==> config.mk <==
export PLATFORM = sky130hd
export DESIGN_NAME = branch_predictor
export DESIGN_NICKNAME = d
export VERILOG_FILES = /design/src/rtl/branch_predictor.sv
export SDC_FILE = /design/constraint.sdc
export NUM_CORES = 1
export LEC_CHECK = 0
export ABC_AREA = 1
export BUFFER_PORTS_ARGS = -buffer_cell sky130_fd_sc_hd__buf_2
export CAP_MARGIN = 20
export CORE_ASPECT_RATIO = 1.2
export CORE_MARGIN = 10
export CORE_UTILIZATION = 68
export CTS_CLUSTER_DIAMETER = 80
export DETAILED_ROUTE_END_ITERATION = 16
export PLACE_DENSITY = 0.86
export SLEW_MARGIN = 20
export SYNTH_ARGS = -nofsm -noshare
export SYNTH_HDL_FRONTEND = slang
export SYNTH_SLANG_ARGS = --single-unit
==> constraint.sdc <==
create_clock -name clk -period 5.3 [get_ports clk]
set_clock_uncertainty 0.1 [all_clocks]
set_input_delay 0.53 -clock clk [delete_from_list [all_inputs] [get_ports clk]]
set_output_delay 0.53 -clock clk [all_outputs]
set_load 0.02 [all_outputs]
==> src/rtl/branch_predictor.sv <==
// rtl/branch_predictor.sv - direct-mapped BTB with 2-bit saturating direction counters
module branch_predictor #(
    parameter int INDEX_BITS = 4
) (
    input  logic        clk,
    input  logic        rst_n,
    input  logic [15:0] pc_if,
    output logic [15:0] target_bp,
    output logic        target_en_bp,
    output logic        branch_prediction_bp,
    input  logic        update_en,
    input  logic [15:0] update_pc,
    input  logic        update_taken,
    input  logic [15:0] update_target,
    input  logic        flush_bp
);

    localparam int TAG_BITS = 16 - INDEX_BITS;
    localparam int ENTRIES  = 1 << INDEX_BITS;

    logic [ENTRIES-1:0]  r_valid;
    logic [TAG_BITS-1:0] r_tag    [ENTRIES];
    logic [15:0]         r_target [ENTRIES];
    logic [1:0]          r_ctr    [ENTRIES];
    logic                r_pred_q;

    logic [INDEX_BITS-1:0] w_idx;
    logic [INDEX_BITS-1:0] w_uidx;
    logic                  w_hit;
    logic                  w_uhit;
    logic                  w_pred;

    assign w_idx  = pc_if[INDEX_BITS-1:0];
    assign w_uidx = update_pc[INDEX_BITS-1:0];

    // Lookup reads only registered state, so a same-cycle update is not visible here.
    assign w_hit  = r_valid[w_idx] && (r_tag[w_idx] == pc_if[15:INDEX_BITS]);
    assign w_pred = w_hit && r_ctr[w_idx][1];
    assign w_uhit = r_valid[w_uidx] && (r_tag[w_uidx] == update_pc[15:INDEX_BITS]);

    assign target_en_bp         = w_pred;
    assign target_bp            = w_pred ? r_target[w_idx] : 16'h0000;
    assign branch_prediction_bp = r_pred_q;

    always_ff @(posedge clk or negedge rst_n) begin
        if (!rst_n) begin
            r_valid  <= '0;
            r_pred_q <= 1'b0;
            for (int i = 0; i < ENTRIES; i++) begin
                r_tag[i]    <= '0;
                r_target[i] <= 16'h0000;
                r_ctr[i]    <= 2'b01;
            end
        end else begin
            r_pred_q <= w_pred;
            // Flush only drops valid bits; it wins over any concurrent training.
            if (flush_bp) begin
                r_valid <= '0;
            end else if (update_en) begin
                if (w_uhit) begin
                    if (update_taken) begin
                        if (r_ctr[w_uidx] != 2'b11) begin
                            r_ctr[w_uidx] <= r_ctr[w_uidx] + 2'b01;
                        end
                        r_target[w_uidx] <= update_target;
                    end else if (r_ctr[w_uidx] != 2'b00) begin
                        r_ctr[w_uidx] <= r_ctr[w_uidx] - 2'b01;
                    end
                end else if (update_taken) begin
                    r_valid[w_uidx]  <= 1'b1;
                    r_tag[w_uidx]    <= update_pc[15:INDEX_BITS];
                    r_target[w_uidx] <= update_target;
                    r_ctr[w_uidx]    <= 2'b10;
                end
            end
        end
    end

endmodule

== Yosys cells after proc, flatten, opt, wreduce, memory -nomap -nowiden ==
Index checks and enable logic that the tools add are counted.
Word-level totals
  flip-flop bits (word level): 497
  input port bits: 53
  output and inout port bits: 18
  logic and storage cells: 126
Operators by class
  add/sub/neg operators: 2
  order comparisons: 6
  equality and inequality tests: 5
  mux-type cells: 41
  bitwise gates (word level): 8
  reduce and logical (&&, ||, !) cells: 14
Operators with widths (count)
  256-bit bitwise mux: 1
  192-bit bitwise mux: 1
  32-bit two-way mux: 5
  16-bit two-way mux: 8
  12-bit binary-select mux with 4-bit select: 2
  16-bit binary-select mux with 4-bit select: 1
  32-bit bitwise mux: 2
  16-bit demux with 4-bit select: 1
  12-bit two-way mux: 5
  12-bit demux with 4-bit select: 1
  16-bit OR: 2
  12-bit equality test: 2
  16-bit bitwise AND: 1
  2-bit binary-select mux with 4-bit select: 2
  16-bit inverter: 1
  5-bit >= comparator, second input constant: 2
  4-bit by 5-bit less-than comparator with 1-bit output, second input constant: 2
  2-bit two-way mux: 5
  4-bit inverter with 5-bit output: 2
  2-bit nonzero test: 5
  1-bit binary-select mux with 4-bit select: 2
  2-bit demux with 4-bit select: 1
  3-bit AND reduction: 2
  1-bit logical AND: 5
  11 further kinds: 15

== Depth between registers and ports, before layout ==
Gate-level depths: netlist of the first run.
  depth in word-level cells: 9
  depth in mapped cells: 20
  depth with buffers taken out: 18

== Worst setup path before layout of the first run ==
OpenSTA, ideal clock, no wires.
  path kind: input to output
  start point: input port pc_if[1]
  end point: output port target_bp[10]
  data arrival time: 2.554 ns
  data required time: 4.670 ns
  path slack: 2.116 ns
  stages on the path: 13
  buffers on the path: 4
  path through: inv_1 -> buf_2 -> clkbuf_1 -> clkbuf_1 -> a21oi_1 -> a21oi_1 -> nand2_1 -> a32oi_1 -> nand3_1 -> nor2_1 -> nand2_1 -> clkbuf_1 -> nor2_1
On the way
  longest elaborated chain between the ends: 8
  elaborated cells on any way between the ends: 16
  classes of those cells: 1 x eq/ne; 12 x mux; 1 x bitwise; 2 x reduce/logical
RTL lines
  start: declaration: line 7  | input logic [15:0] pc_if,
  4-bit inverter with 5-bit output (implied by the code): line 37, 38, 42
  12-bit binary-select mux with 4-bit select: line 37  | assign w_hit = r_valid[w_idx] && (r_tag[w_idx] == pc_if[15:INDEX_BITS]);
  12-bit two-way mux (implied by the code) (2 in series): line 37
  12-bit equality test: line 37
  1-bit logical AND: line 37
  1-bit logical AND: line 38  | assign w_pred = w_hit && r_ctr[w_idx][1];
  16-bit two-way mux (*): line 42  | assign target_bp = w_pred ? r_target[w_idx] : 16'h0000;
  end: declaration: line 8  | output logic [15:0] target_bp,
Mark *: on every way between the ends. The rest lies on a longest branch, timed or not. The select of a mux whose other input is x is not followed.

== Final worst setup path of the first run ==
  start point: input port pc_if[0]
  end point: output port target_bp[15]
Same word-level chain as after synthesis.

==> flow_summary.yaml, run 1 <==
global_route:
  grt.overflow.total: 0
  antenna_violations_before_repair: 0
  number_of_global_route_vias_before_repair: 23693
  grt_max_degree: 156
  grt_pass1_wl_um: 126000
  grtUsageTotal_pct: 34.2
floorplan:
  core_region_area_mm2: 0.0367
  rows: 77
  fp.dieH_um: 231
  design.die.area_mm2: 0.0452
  start_util_pct: 68.7
  die_w_um: 196
  floorplan.io_pins: 71
clock_network:
  cts_made_buffers: 50
  postCtsSetupRepairBufs: 0
  post_cts_hold_buffer_count: 1
  ctsRootBufferMaster: "sky130_fd_sc_hd__clkbuf_16"
  htree_num_levels: 2
  number_of_gates_resized_after_cts: 0
  clock_tree_from_tritoncts: "yes"
  clock_sinks: 497
  cts.clk_slew.worst_paths_ns: 0.06
  insertion_delay_ns: 0.60
  clk_path_buf_depth: 3
worst_hold_path:
  min_path_type: "in2reg"
route:
  routedWlPerCell_um: 21.1
  detail_route.iter0.violations: 3048
  totalWireLength_um: 79200
  final_antenna_net_count: 0
  drt_first_pass_iters: 7
  avgViaCountPerCell: 6.51
  remaining_drc_errors: 0
  overall_via_count_from_detail_route: 24447
pwr:
  vdd_drop_max_v: 0.000395
  leak_pwr_nw: 12.7
  power-per-cell-area_mw_per_mm2: 354
finish:
  fill_cells: 2747
  layout_commonest_cell: "sky130_fd_sc_hd__nand2_1"
  flow.area_growth_from_synthesis_pct: 7.82
  drive_gt1_share_pct: 7.37
  finalInstanceArea_mm2: 0.0272
  final_net_count: 3296
  layout_common_cells: "sky130_fd_sc_hd__nand2_1 (1190), sky130_fd_sc_hd__o21ai_0 (562), sky130_fd_sc_hd__dfrtp_1 (481), sky130_fd_sc_hd__nor2_1 (155), sky130_fd_sc_hd__a21oi_1 (136)"
  insertedDiodeCount: 0
  fin_util_pct: 74.1
synth:
  yosysUniqueCellTypes: 39
  syn_area_per_cell_um2: 7.57
  ys.warnings.count: 0
  synthesis.instances: 3330
  postSynthNetCount: 3385
  syn_area_mm2: 0.0252
  async_reset_ff_share_pct: 100
  ys_seq_area_share_pct: 49.4
  synth_edf_count: 0
  dominantRegCellSynth: "sky130_fd_sc_hd__dfrtp_1"
  synth.ff_latch_count: 497
sta:
  slew-limit-headroom_pct: 22.9
  final-hold-violation-count: 0
  final.hold.worst_slack_ns: 0.0602
  timing.final.crit_share_pct: 80.7
  final_count_of_pins_violating_max_slew: 0
  setup_violations: 0
  fin_setup_tns_ns: 0
  fin_crit_ns: 4.28
  worst_pin_slew_ns: 1.15
  max_freq_ghz: 0.234
  rsz0062_at_grt: "false"
place:
  place_congestion: 0.953
  dpl_cell_area_mm2: 0.0255
  dp.final_hpwl_um: 47300
  buffer_ports.inserted: 70
critical_path:
  timing.critical_path.required_ns: 4.67
  crit_fanout: 97
  critPathLaunchType: "input pin"
  timing.critical_path.to_type: "output port"
  critical_setup_path_class: "in2out"
  arrival_time_worst_endpoint_ns: 3.65
status:
  outcome: "finished clean"
job:
  max_cap_violations: 0
## cell families after synthesis
family / after synthesis / share of synthesized area (%)
compound gates: 912 / 20.1
xor+xnor: 5 / 0.174
buf+inv: 400 / 6.49
flops: 497 / 49.4
simple gates: 1514 / 23.8
fa+ha+maj: 2 / 0.0992
## flip-flops by register name, indices dropped and copies added (netlist names)
register,flops
r_ctr,32
r_valid,16
branch_prediction_bp,1
r_target,256
r_tag,192
## critical path: stages
cell and delay [ns]:
sky130_fd_sc_hd__buf_6 0.11, sky130_fd_sc_hd__inv_6 0.48, sky130_fd_sc_hd__buf_4 0.41, sky130_fd_sc_hd__o21ai_0 0.13
sky130_fd_sc_hd__o22ai_1 0.18, sky130_fd_sc_hd__nand2_1 0.08, sky130_fd_sc_hd__nand2_1 0.10, sky130_fd_sc_hd__nand2_1 0.11
sky130_fd_sc_hd__o21ai_0 0.17, sky130_fd_sc_hd__o21ai_0 0.11, sky130_fd_sc_hd__nor2_1 0.11, sky130_fd_sc_hd__nand3_1 0.08
sky130_fd_sc_hd__nor2_1 0.11, sky130_fd_sc_hd__nand2_1 0.40, sky130_fd_sc_hd__nor2_1 0.30, sky130_fd_sc_hd__buf_2 0.21
## path summary, 6_finish.rpt
check                      cells after the start  slack (ns)              start             to
setup / recovery                              16        1.02           pc_if[0]  target_bp[15]
setup reg to reg                              13        2.00         r_tag[131]     r_tag[191]
min in group asynchronous                      2        0.46              rst_n     r_tag[187]
max in group asynchronous                      3        3.26              rst_n   r_target[99]
hold reg to reg                                2        0.37           r_ctr[4]       r_ctr[4]
hold / removal                                 3        0.06  update_target[12]  r_target[252]
## cell type report
type                       instances  area, µm²  share of cell area, %
multi-input combinational       2433      11100                   41.0
timing repair buffer             115        769                   2.83
clock inverter                    15        181                  0.667
tap                              474        593                   2.18
sequential                       497      12500                   45.8
inverter                         144        548                   2.02
clock buffer                      79       1500                   5.52
## Yosys cell counts (17+ instances only)
cell type | count | area, µm²
sky130_fd_sc_hd__nand2_1 | 1194 | 4480
sky130_fd_sc_hd__o21ai_0 | 562 | 2810
sky130_fd_sc_hd__dfrtp_1 | 481 | 12000
sky130_fd_sc_hd__clkbuf_1 | 170 | 638
sky130_fd_sc_hd__nor2_1 | 156 | 586
sky130_fd_sc_hd__inv_1 | 137 | 514
sky130_fd_sc_hd__a21oi_1 | 136 | 681
sky130_fd_sc_hd__nand3_1 | 104 | 521
sky130_fd_sc_hd__o21ai_1 | 55 | 275
sky130_fd_sc_hd__buf_2 | 41 | 205
sky130_fd_sc_hd__a221oi_1 | 39 | 342
sky130_fd_sc_hd__o211ai_1 | 38 | 285
sky130_fd_sc_hd__nand4_1 | 36 | 225
sky130_fd_sc_hd__o221ai_1 | 21 | 184
sky130_fd_sc_hd__buf_1 | 19 | 71.3
sky130_fd_sc_hd__buf_4 | 18 | 135
sky130_fd_sc_hd__a22oi_1 | 17 | 128
## power breakdown
group          internal [mW]  leakage [nW]  total, mW  switching (mW)
Sequential              4.28          6.54       4.60           0.324
Combinational          0.469          5.38       1.40           0.927
Clock                   2.10         0.821       3.62            1.53
Total                   6.84          12.7       9.62            2.78
## stage by stage
step	power (mW)	setup WS [ns]	instances
floorplan	5.51	2.12	3330
global placement	5.91	1.24	3661
detailed placement	5.99	1.12	3661
CTS	9.58	1.12	3756
global route	9.99	0.854	3757
finish	9.62	1.02	3757
## metal layers
| metal | GRT usage [%] | share of wire [%] |
|---|---|---|
| met1 | 41.1 | 36 |
| met5 | 0 | 0 |
| met3 | 6.29 | 10 |
| met2 | 54.1 | 46 |
| met4 | 25.8 | 7.6 |
(Power assumes the default switching activity.)
==> inputs of run 2 (changes only) <==
CORE_UTILIZATION = 57   (was 68)
PLACE_DENSITY = 0.77   (was 0.86)
clock period = 3.6 ns   (was 5.3 ns; I/O delays follow)
==> flow_summary.yaml, run 2 (same netlist as run 1, synthesis figures left out) <==
critical_path:
  regToRegEndpoint: "r_tag[170]"
  crit_fanout: 47
  cpMaxStageDelayCell: "sky130_fd_sc_hd__o21ai_0"
  critical_setup_path_class: "in2out"
  cp_slowest_stage_delay_ns: 0.47
  r2r-start: "r_tag[181]"
  critPathLaunchType: "input pin"
  arrival_time_worst_endpoint_ns: 2.98
  timing.critical_path.required_ns: 3.14
  timing.critical_path.to_type: "output port"
  worst-r2r-cell-count: 16
  reg2reg_setup_slack_ns: 0.75
  crit_chain: "buf_6, inv_6, buf_12, o211ai_1, nand3_1, o21ai_0, o21ai_0, o21ai_0, nor2_1, nand3_1, nor2_1, nand2_1, buf_4, nor2_1, buf_2"
finish:
  final_net_count: 3372
  reg_top3: "r_target x256, r_tag x192, r_ctr x32"
  layout_common_cells: "sky130_fd_sc_hd__nand2_1 (1194), sky130_fd_sc_hd__o21ai_0 (562), sky130_fd_sc_hd__dfrtp_1 (481), sky130_fd_sc_hd__nor2_1 (156), sky130_fd_sc_hd__a21oi_1 (136)"
  flow.area_growth_from_synthesis_pct: 11.7
  finalInstanceArea_mm2: 0.0282
  largest_register_ff_count: 256
  layout_commonest_cell: "sky130_fd_sc_hd__nand2_1"
  drive_gt1_share_pct: 8.73
  fin_util_pct: 64.3
  regMostFlops: "r_target"
pwr:
  vdd_drop_max_v: 0.000474
  power-per-cell-area_mw_per_mm2: 498
  netSwitchingPower_mw: 4.09
  pwr-share-comb_pct: 15.3
  clock_power_share_pct: 36.6
  power_mw: 14.0
  p_seq_share_pct: 48.2
  leak_pwr_nw: 13.2
  internal_power_mw: 9.94
  sw_share_pct: 29.2
route:
  detail_route.iter0.violations: 2951
  overall_via_count_from_detail_route: 24178
  remaining_drc_errors: 0
  final_antenna_net_count: 0
  totalWireLength_um: 82100
  avgViaCountPerCell: 6.17
  drt_first_pass_iters: 6
  routedWlPerCell_um: 21.0
floorplan:
  rows: 84
  floorplan.io_pins: 71
  fp.dieH_um: 250
  die_w_um: 212
  start_util_pct: 57.5
  core_region_area_mm2: 0.0438
  design.die.area_mm2: 0.0531
global_route:
  antenna_violations_before_repair: 1
  number_of_global_route_vias_before_repair: 23236
  grt_pass1_wl_um: 129000
  grt.overflow.total: 0
  grtUsageTotal_pct: 30.6
  grt_max_degree: 112
worst_hold_path:
  hold_path_end: "r_target[246]"
  hold_depth: 3
  min_path_type: "in2reg"
  hold_start: "update_target[6]"
job:
  max_cap_violations: 0
sta:
  max_freq_ghz: 0.291
  worst_pin_slew_ns: 1.00
  slew-limit-headroom_pct: 33.3
  fin_setup_tns_ns: 0
  fin_crit_ns: 3.44
  timing.final.crit_share_pct: 95.5
  final-hold-violation-count: 0
  layout_setup_ws_ns: 0.161
  rsz0062_at_grt: "false"
  final_count_of_pins_violating_max_slew: 0
  setup_violations: 0
status:
  outcome: "finished clean"
clock_network:
  cts_made_buffers: 49
  ctsRootBufferMaster: "sky130_fd_sc_hd__clkbuf_16"
  insertion_delay_ns: 0.62
  clock_tree_from_tritoncts: "yes"
  post_cts_hold_buffer_count: 15
  clock_sinks: 497
  htree_num_levels: 2
  cts.clk_slew.worst_paths_ns: 0.06
  number_of_gates_resized_after_cts: 0
  clk_path_buf_depth: 3
  postCtsSetupRepairBufs: 0
place:
  buffer_ports.inserted: 70
  post-place-ws_ns: 0.276
  place_congestion: 0.973
  dpl_cell_area_mm2: 0.0264
  dp.final_hpwl_um: 51000
-- run 2: cell count changes in the layout (fill, tap and decap cells not counted), sizes merged --
cell         delta
clkinv          -3
diode           +1
dlygate4sd3    +14
bufinv          -2
clkinvlp        -2
inv             +3
buf            +63
-- run 2: worst max-delay path by stage --
stage,slack (ns),cells after the start,endpoint,from
2_1_floorplan,0.76,13,target_bp[10],pc_if[1]
3_3_place_gp,0.32,16,target_bp[7],pc_if[1]
3_5_place_dp,0.28,16,target_bp[7],pc_if[1]
4_1_cts,0.28,16,target_bp[7],pc_if[1]
5_1_grt,0.006,17,target_bp[0],pc_if[0]
6_report,0.16,15,target_bp[4],pc_if[0]
-- run 2: area by class of cell --
type / instances / area, µm²
fill: 3729 / 15600
clock buffer: 79 / 1470
multi-input combinational: 2433 / 11100
inverter: 144 / 548
clock inverter: 11 / 125
sequential: 497 / 12500
antenna: 1 / 2.50
tap: 559 / 699
timing repair buffer: 192 / 1750
-- run 2: power by group through the flow --
stage / clock network [mW] / registers, mW / logic, mW
2_1_floorplan: 0 / 6.70 / 1.41
3_3_place_gp: 0 / 6.79 / 2.02
3_5_place_dp: 0 / 6.83 / 2.10
4_1_cts: 5.19 / 6.74 / 2.12
5_1_grt: 5.39 / 6.83 / 2.43
6_report: 5.13 / 6.76 / 2.14
-- run 2: stage by stage --
step,hold WS (ns),cells
global route,0.00339,3915
global placement,0.357,3810
floorplan,-0.0356,3330
CTS,0.000616,3915
detailed placement,0.359,3810
finish,0.0219,3916
-- run 2: critical path, delay by kind of cell --
kind | cells | cell delay (ns)
AO/OA/AOI/OAI | 4 | 0.82
buffers and inverters | 5 | 1.14
AND/OR/NAND/NOR | 6 | 0.61
-- run 2: per-layer routing --
| metal | track usage [%] | part of all wire, % | vias to the layer above |
|---|---|---|---|
| met4 | 19.5 | 6.8 | 0 |
| met2 | 49.5 | 47 | 1335 |
| met3 | 5.16 | 9.1 | 304 |
| li1 | - | - | 11022 |
| met5 | 0 | 0 | - |
| met1 | 37.3 | 37 | 11517 |
